### src/rtl/rr_arb16.sv
// Sixteen-way round-robin arbiter with grant hold and hold-limit pre-emption; 1-cycle request-to-grant.
// Outputs decode from registered state only; an owner keeps the grant while its request stays high.
module rr_arb16 #(
   parameter int unsigned MAX_HOLD = 8
) (
   input  logic        clk,
   input  logic        resetn,
   input  logic        en,
   input  logic [15:0] req,
   output logic [15:0] gnt,
   output logic [3:0]  gnt_idx,
   output logic        gnt_valid
);

   typedef enum logic {
      ST_IDLE = 1'b0,
      ST_BUSY = 1'b1
   } state_t;

   localparam logic [3:0] HOLD_LAST  = 4'((MAX_HOLD + 15) % 16);
   localparam logic       PREEMPT_EN = (MAX_HOLD != 0);

   state_t      r_state;
   logic [3:0]  r_owner;
   logic [3:0]  r_ptr;
   logic [3:0]  r_hold;

   logic [15:0] w_owner_bit;
   logic [15:0] w_req_oth;
   logic        w_all_vld;
   logic [3:0]  w_all_idx;
   logic        w_oth_vld;
   logic [3:0]  w_oth_idx;
   logic        w_do_grant;
   logic [3:0]  w_gidx;
   logic        w_to_idle;

   // First set bit of mask scanning upward from start, wrapping at 15.
   function automatic logic [4:0] pick(input logic [15:0] mask, input logic [3:0] start);
      logic [4:0] res;
      logic [3:0] k;
      res = '0;
      for (int i = 15; i >= 0; i--) begin
         k = start + 4'(i);
         if (mask[k]) res = {1'b1, k};
      end
      return res;
   endfunction

   assign w_owner_bit            = 16'h0001 << r_owner;
   assign w_req_oth              = req & ~w_owner_bit;
   assign {w_all_vld, w_all_idx} = pick(req, r_ptr);
   assign {w_oth_vld, w_oth_idx} = pick(w_req_oth, r_ptr);

   always_comb begin
      w_do_grant = 1'b0;
      w_gidx     = '0;
      w_to_idle  = 1'b0;
      if (!en) begin
         w_to_idle = 1'b1;
      end else if (r_state == ST_IDLE) begin
         w_do_grant = w_all_vld;
         w_gidx     = w_all_idx;
      end else if (!req[r_owner]) begin
         w_do_grant = w_oth_vld;
         w_gidx     = w_oth_idx;
         w_to_idle  = !w_oth_vld;
      end else if (PREEMPT_EN && (r_hold == HOLD_LAST) && w_oth_vld) begin
         w_do_grant = 1'b1;
         w_gidx     = w_oth_idx;
      end
   end

   always_ff @(posedge clk or negedge resetn) begin
      if (!resetn) begin
         r_state <= ST_IDLE;
         r_owner <= '0;
         r_ptr   <= '0;
         r_hold  <= '0;
      end else if (w_do_grant) begin
         r_state <= ST_BUSY;
         r_owner <= w_gidx;
         r_ptr   <= w_gidx + 4'd1;
         r_hold  <= '0;
      end else if (w_to_idle) begin
         r_state <= ST_IDLE;
         r_hold  <= '0;
      end else if ((r_state == ST_BUSY) && (r_hold != 4'hF)) begin
         r_hold  <= r_hold + 4'd1;
      end
   end

   assign gnt_valid = (r_state == ST_BUSY);
   assign gnt_idx   = gnt_valid ? r_owner : 4'd0;
   assign gnt       = gnt_valid ? w_owner_bit : 16'h0000;

endmodule

### config.mk
export PLATFORM = sky130hd
export DESIGN_NAME = rr_arb16
export DESIGN_NICKNAME = d
export VERILOG_FILES = /design/src/rtl/rr_arb16.sv
export SDC_FILE = /design/constraint.sdc
export NUM_CORES = 1
export LEC_CHECK = 0
export BUFFER_PORTS_ARGS = -buffer_cell sky130_fd_sc_hd__buf_4
export CORE_MARGIN = 2
export CORE_UTILIZATION = 68
export DETAILED_ROUTE_END_ITERATION = 16
export HOLD_SLACK_MARGIN = 0.05
export PLACE_DENSITY = 0.88
export SETUP_SLACK_MARGIN = 0.15
export SYNTH_ARGS = -nofsm -noshare
export SYNTH_HDL_FRONTEND = slang
export SYNTH_SLANG_ARGS = --single-unit
### constraint.sdc
create_clock -name clk -period 10.4 [get_ports clk]
set_input_delay 0.52 -clock clk [delete_from_list [all_inputs] [get_ports clk]]
set_output_delay 0.52 -clock clk [all_outputs]
set_load 0.03 [all_outputs]
Word-level counts from Yosys, hierarchy flattened
Index checks and enable logic that the tools add are counted.
Word-level totals
  input bits: 19
  logic and storage cells: 164
  output and inout port bits: 21
  flip-flop bits (word level): 13
Operators by class
  shift operators: 1
  reductions and logical operators: 5
  add/subtract/negate cells: 17
  bitwise operators: 2
  multiplexer cells: 116
  order comparisons: 17
  equality and inequality tests: 2
Operators by type and width (number)
  5-bit 2-to-1 mux: 32
  1-bit binary-select mux with 4-bit select: 33
  4-bit by 5-bit less-than comparator with 1-bit output (second input constant): 17
  1-bit 2-to-1 mux: 42
  4-bit adder (second input constant): 8
  4-bit 2-to-1 mux: 8
  4-bit by 3-bit adder with 4-bit output (second input constant): 4
  16-bit AND: 1
  16-bit 2-to-1 mux: 1
  16-bit inverter: 1
  1-bit by 4-bit left shift with 16-bit output (first input constant): 1
  4-bit by 1-bit adder with 4-bit output (second input constant): 3
  4-bit by 2-bit adder with 4-bit output (second input constant): 2
  4-bit by 3-bit equality test with 1-bit output (second input constant): 1
  4-bit != test (second input constant): 1
  3-bit nonzero test: 1
  1-bit logical AND: 2
  2-bit nonzero test: 1
  1-bit logical NOT: 1

Logic depth before layout (Yosys ltp)
Gate-level depths: netlist (run 1).
  depth in word-level cells: 27
  gate-level depth with buffers: 23
  gate-level depth less buffers: 16

Worst setup path after synthesis (run 1)
No wires, ideal clock.
  kind: register -> register
  start: register r_ptr[1]
  end: register r_ptr[2]
  period minus slack after synthesis: 5.180 ns
  data required time: 10.269 ns
  path buffers: 6
  arrival: 5.049 ns
  cell stages (with the launch flop): 22
  slack: 5.220 ns
  cell sequence: dfrtp_1 -> buf_2 -> buf_2 -> buf_2 -> buf_2 -> inv_1 -> clkbuf_1 -> ha_1 -> inv_1 -> buf_1 -> mux4_2 -> or2_2 -> a31o_2 -> nor2b_1 -> o311ai_0 -> and4_1 -> o311a_1 -> nor2_1 -> nor2b_1 -> ha_1 -> nor4_1 -> a211oi_1
Between the ends
  word-level cells in the longest chain between the ends: 25
  elaborated cells between the ends (all ways): 121
RTL lines
  start, declared: line 25  | logic [3:0] r_ptr;
  start signal, assigned: line 83  | r_ptr <= w_gidx + 4'd1;
  4-bit adder: line 44  | k = start + 4'(i);
  1-bit binary-select mux with 4-bit select: line 45  | if (mask[k]) res = {1'b1, k};
  1-bit 2-to-1 mux (implied by the code): line 45
  5-bit 2-to-1 mux (16 in a row): line 45
  1-bit logical AND: line 68  | end else if (PREEMPT_EN && (r_hold == HOLD_LAST) && w_oth_vld) begin
  4-bit 2-to-1 mux: line 68
  4-bit 2-to-1 mux: line 64  | end else if (!req[r_owner]) begin
  4-bit 2-to-1 mux (*): line 61  | end else if (r_state == ST_IDLE) begin
  4-bit 2-to-1 mux (*): line 59  | if (!en) begin
  named net w_gidx[0]: line 35  | logic [3:0] w_gidx;
  4-bit by 1-bit adder with 4-bit output (*): line 83
Mark *: on every way through the listed nets, which the timed path passes. The rest lies on a longest branch. The select of a mux whose other input is x is not followed.
A chain may end at the register's enable or synchronous reset.

Final worst setup path (run 1)
  start: register r_ptr[0]
  end: register r_ptr[2]
Same word-level chain as after synthesis.

==> results of run 1 <==
## area by class of cell
type                            count  share of cell area
Inverter                           21              0.0120
Timing Repair Buffer               61              0.0699
Tap cell                          111              0.0212
Clock buffer                        4             0.00687
Sequential cell                    13              0.0500
Multi-Input combinational cell    710               0.840
## state kept, by name, indices dropped and copies added, names as in the netlist
name	cells
r_owner	4
r_hold	4
gnt_valid	1
r_ptr	4
## synthesized netlist by cell type, types with 4 or more instances
cell type,instances
nor3_1,17
nand3b_1,5
buf_1,10
o2bb2ai_1,5
mux2_2,35
nand2_1,102
o22ai_1,27
a211oi_1,15
mux4_2,39
a221oi_1,8
o21ai_0,30
nor2_1,62
o2111ai_1,6
o22a_1,5
o221ai_1,23
o21ai_1,5
and3_1,4
and2_1,11
xnor2_1,14
buf_2,23
and4b_1,5
o32ai_1,9
a22oi_1,8
a21o_1,4
inv_1,18
nor2b_1,9
clkbuf_1,36
buf_6,5
a21oi_1,35
nand4_1,8
o211ai_1,7
buf_4,4
mux2i_1,29
dfrtp_1,13
nor4_1,10
a31oi_1,12
nand2b_1,34
nand3_1,25
nor4b_4,4
nand4b_1,4
ha_1,9
## routing by layer
layer,GRT usage,part of all wire,vias up
li1,-,-,3204
met1,0.620,0.34,3493
met2,0.737,0.43,733
met3,0.110,0.15,201
met4,0.297,0.079,0
met5,0,0,-
## stage by stage
step                cell area, sq um  hold WS [ns]  std cells
floorplan                       6280         0.224        822
global placement                6510         0.366        916
detailed placement              6510         0.371        916
CTS                             6560         0.108        920
global route                    6560         0.114        920
finish                          6560         0.105        920
## worst max path at each step
stage / startpoint / to
CTS: r_ptr[0]$_DFFE_PN0P_ / r_ptr[2]$_DFFE_PN0P_
floorplan: r_ptr[1]$_DFFE_PN0P_ / r_ptr[2]$_DFFE_PN0P_
finish: r_ptr[0]$_DFFE_PN0P_ / r_ptr[2]$_DFFE_PN0P_
detailed placement: r_ptr[0]$_DFFE_PN0P_ / r_ptr[2]$_DFFE_PN0P_
global placement: r_ptr[0]$_DFFE_PN0P_ / r_ptr[2]$_DFFE_PN0P_
global route: r_ptr[0]$_DFFE_PN0P_ / r_ptr[2]$_DFFE_PN0P_
## critical path, stage by stage (launching register included)
cell and delay [ns]:
dfrtp_2 0.53, inv_1 0.10, ha_1 0.28, buf_4 0.49
inv_1 0.45, o311ai_0 0.44, a31oi_1 0.10, nor4_1 0.54
nor2_1 0.22, a221oi_1 0.37, o311ai_0 0.18, and4_1 0.26
o311a_1 0.36, nor2_1 0.20, nor2b_1 0.10, ha_1 0.24
nor4_1 0.32, a211oi_1 0.10
## cells by family after synthesis
group,count (synthesis),synth area share
flip-flops,13,0.0518
XOR/XNOR,18,0.0263
adder cells (fa/ha/maj),9,0.0179
multiplexers,108,0.263
AND/OR/NAND/NOR,331,0.288
buffers and inverters,99,0.0721
AO/OA/AOI/OAI,244,0.281
==> qor.csv, run 1 <==
metric;value;unit
status;complete, no violations;
synth-warning-count;0;
pre_cts_slack;5.22;ns
cp_max_fo;53;
antenna-diode-count;0;
num_rows;35;
gr-total-overflow;0;
numClockSinks;13;
rr_startpoint;r_ptr[0]$_DFFE_PN0P_;
slew_headroom;0.198;
grt_max_degree;68;
antenna_found_initial;0;
core_area;0.00911;sq mm
cts_tree;yes;
hpwl;17.6;mm
synth_nets;850;
multi_input_area;0.00551;sq mm
htreeDepth;1;
io_buffers;39;
postCtsSetupBuffers;0;
worst_slew_pin_slew;1.20;ns
first_pass_iters;9;
first_global_vias;6920;
final_cell_mix;nand2_1, nor2_1, buf_4, mux4_2;
post-route-period-util;0.524;
min_period;5.45;ns
die_w;100;microns
area_growth_syn_to_layout;4.30;%
wl;24.6;mm
finalNetCount;838;
synthArstFlopShare;1.00;
hold_buffers;0;
rr_worst_depth;17;
ant_nets;0;
clk_latency;0.25;ns
synth.top_cell.area_share;0.140;
layout_commonest_cell;nand2_1;
yosysSeqAreaShare;0.0518;
fillers;750;
clock_skew;0.00175;ns
setup_ws;4.95;ns
finalSetupViolations;0;
rsz0062_at_grt;false;
synth_cells;822;
hold_viol;0;
cts_resized;0;
synth_edf_count;0;
hp-class;in2async;
regArea;328;sq um
critPathArrivalTime;5.56;ns
cp-start-kind;flop;
drtIter0Drc;1007;
maxSlewViolCount;0;
fin_util;0.720;
grt_pass1_wl;37.6;mm
cp.required;10.52;ns
cts-root-buf;clkbuf_8;
synth_area;0.00628;sq mm
vias;7631;
die_h;100;microns
max_cap_viol_count;0;
die-area;0.0100;sq mm
gp_congestion;1.06;
end_kind;flop;
r2r_setup_slack;4.95;ns
yosysUniqueCellTypes;92;
synth_area_leader_cell;mux4_2;
r2r-end;r_ptr[2]$_DFFE_PN0P_;
drive_gt1_frac;0.210;
path_class;reg2reg;
drt-vias-per-instance;8.29;
synth_area_leaders;mux4_2, mux2_2, nand2_1;
wire_per_inst;26.7;microns
track_usage;0.482;
num_io_pins;40;
cts_made_buffers;3;
syn_area_per_cell;7.65;sq um
drc;0;
initial_core_util;0.690;
synth_top_flop_cell;dfrtp_1;
fmax;184;MHz
clk_pin_slew_worst_paths;0.05;ns
setup_tns;0;ns
yosys_register_bits;13;
clockBufferDepth;2;
Power of run 1 is not shown: default switching activity piles up to over one toggle a cycle in this logic, so the estimate is an artifact.
==> run 2, diff against run 1 <==
--- a/config.mk
+++ b/config.mk
@@ -7,10 +7,10 @@
 export LEC_CHECK = 0
 export BUFFER_PORTS_ARGS = -buffer_cell sky130_fd_sc_hd__buf_4
 export CORE_MARGIN = 2
-export CORE_UTILIZATION = 68
+export CORE_UTILIZATION = 58
 export DETAILED_ROUTE_END_ITERATION = 16
 export HOLD_SLACK_MARGIN = 0.05
-export PLACE_DENSITY = 0.88
+export PLACE_DENSITY = 0.8
 export SETUP_SLACK_MARGIN = 0.15
 export SYNTH_ARGS = -nofsm -noshare
 export SYNTH_HDL_FRONTEND = slang
==> constraint.sdc (replaced) <==
create_clock -name clk -period 4.61 [get_ports clk]
set_input_delay 0.2305 -clock clk [delete_from_list [all_inputs] [get_ports clk]]
set_output_delay 0.2305 -clock clk [all_outputs]
set_load 0.03 [all_outputs]
==> run 2 against run 1 <==
Setup slack got worse by 4.7 ns. Register-to-register slack got worse by 4.7 ns. Fmax increased by 26%. Via count increased by 1.0%. Final area increased by 8.3%. Wire length increased by 7.7%. Global-route usage decreased by 3.6 points. Critical path depth increased by 1.
==> qor.csv, run 2 (synthesis gave the netlist of run 1 again) <==
metric;value;unit;change
status;complete, no violations;;
hold_viol;0;;unchanged
first_pass_iters;6;;-3
hp-class;in2reg;;
fin_util;0.664;;-0.0560
hpwl;19.9;mm;+13%
first_global_vias;7095;;+2.5%
slew_headroom;0.401;;+0.203
antenna_found_initial;1;;+1
numClockSinks;13;;unchanged
vias;7707;;+1.0%
critPathArrivalTime;4.49;ns;-1.07 ns
htreeDepth;1;;unchanged
core_area;0.0107;sq mm;+17%
track_usage;0.447;;-0.0356
antenna-diode-count;0;;unchanged
setup_tns;0;ns;unchanged
drt-vias-per-instance;7.75;;-6.6%
gr-total-overflow;0;;unchanged
whs;0.276;ns;+0.172 ns
drive_gt1_frac;0.274;;+0.0635
finalNetCount;884;;+5.5%
area_growth_syn_to_layout;13.0;%;
post-route-period-util;0.939;;+0.415
cp.required;4.77;ns;-5.75 ns
num_io_pins;40;;unchanged
die_h;108;microns;+7.9%
grt_max_degree;79;;+16%
cts-root-buf;clkbuf_8;;
cts_made_buffers;3;;unchanged
wire_per_inst;26.6;microns;-0.45%
min_period;4.33;ns;-1.12 ns
wl;26.5;mm;+7.7%
grt_pass1_wl;40.5;mm;+7.7%
path_class;reg2reg;;
clk_pin_slew_worst_paths;0.07;ns;+0.02 ns
worst_slew_pin_slew;0.893;ns;-0.311 ns
clk_latency;0.26;ns;about the same
finalSetupViolations;0;;unchanged
max_cap_viol_count;0;;unchanged
end_kind;flop;;
fmax;231;MHz;+26%
ant_nets;0;;unchanged
clock_skew;0.0101;ns;+0.00832 ns
layout_commonest_cell;buf_4;;
gp_congestion;1.09;;+2.8%
setup_ws;0.281;ns;-4.67 ns
maxSlewViolCount;0;;unchanged
cp_max_fo;8;;-85%
drtIter0Drc;1264;;+26%
final_cell_mix;buf_4, nand2_1, nor2_1, mux4_2;;
num_rows;38;;+8.6%
cp-start-kind;flop;;
initial_core_util;0.587;;-0.102
cts_tree;yes;;
rsz0062_at_grt;false;;
die_w;108;microns;+7.9%
fillers;910;;+21%
pre_cts_slack;0.155;ns;-5.07 ns
reg_top3;r_hold (4), r_owner (4), r_ptr (4);;
drc;0;;unchanged
clockBufferDepth;2;;unchanged
io_buffers;39;;unchanged
die-area;0.0117;sq mm;+17%
-- run 2: changes by cell type in the layout (fill, tap and decap cells not counted), moves of 2 or more --
cell / change
nor3_1: -2
mux2i_1: -3
mux2i_2: +2
buf_4: +42
dfrtp_1: -2
xnor2_2: +4
xnor2_1: -4
nor3_2: +2
dfrtp_2: +2
o32ai_2: +2
o32ai_1: -2
-- run 2: worst paths after layout --
kind	start	to	slack, ns	depth (start not counted)
worst min register to register	r_hold[3]$_DFFE_PN0P_	r_hold[3]$_DFFE_PN0P_	0.59	2
worst min-delay path	en	r_hold[0]$_DFFE_PN0P_	0.28	2
worst max-delay path	r_ptr[2]$_DFFE_PN0P_	r_ptr[2]$_DFFE_PN0P_	0.28	18
worst max register to register	r_ptr[2]$_DFFE_PN0P_	r_ptr[2]$_DFFE_PN0P_	0.28	18
max in group asynchronous	resetn	r_ptr[0]$_DFFE_PN0P_	4.05	2
min in group asynchronous	resetn	r_hold[0]$_DFFE_PN0P_	0.36	2
-- run 2: what timing repair did --
item                       in CTS  in global routing
hold buffers                    1                  0
setup endpoints to repair       0                 10
gates resized for setup         0                 20
hold endpoints to repair       13                  0
buffers inserted                0                  2
-- run 2: cell type report --
cell class                      instances  area, sq um  area share
Clock buffer                            4         45.0     0.00634
Inverter                               21         78.8      0.0111
Multi-Input combinational cell        710         5640       0.795
Sequential cell                        13          330      0.0465
Tap cell                              140          175      0.0247
Timing Repair Buffer                  107          830       0.117
-- run 2: critical path, cell delays in order (launching register included) --
cell and delay, ns:
dfrtp_1 0.48, inv_2 0.18, buf_4 0.19, ha_1 0.16, a21oi_1 0.11, xnor2_1 0.73
nand2_1 0.20, o22ai_2 0.26, nor4_2 0.08, buf_4 0.16, a221oi_1 0.40, nor3_2 0.07
nor4_1 0.35, o311a_1 0.28, nor2_2 0.05, nor2b_1 0.12, ha_1 0.17, nor4_1 0.05
a211oi_1 0.19
-- run 2: per-layer routing --
layer	vias to the layer above	wire (microns)	global-route usage
li1	3296	-	-
met1	3550	9880	0.580
met2	711	11400	0.703
met3	150	3570	0.101
met4	0	1630	0.213
met5	-	0	0
-- run 2: metrics by stage --
stage	std cells	instance area [sq um]
2_1_floorplan	822	6350
3_3_place_gp	988	6920
4_1_cts	993	6980
3_5_place_dp	988	6920
6_report	995	7100
5_1_grt	995	7100
Power of run 2 is left out for the same reason.
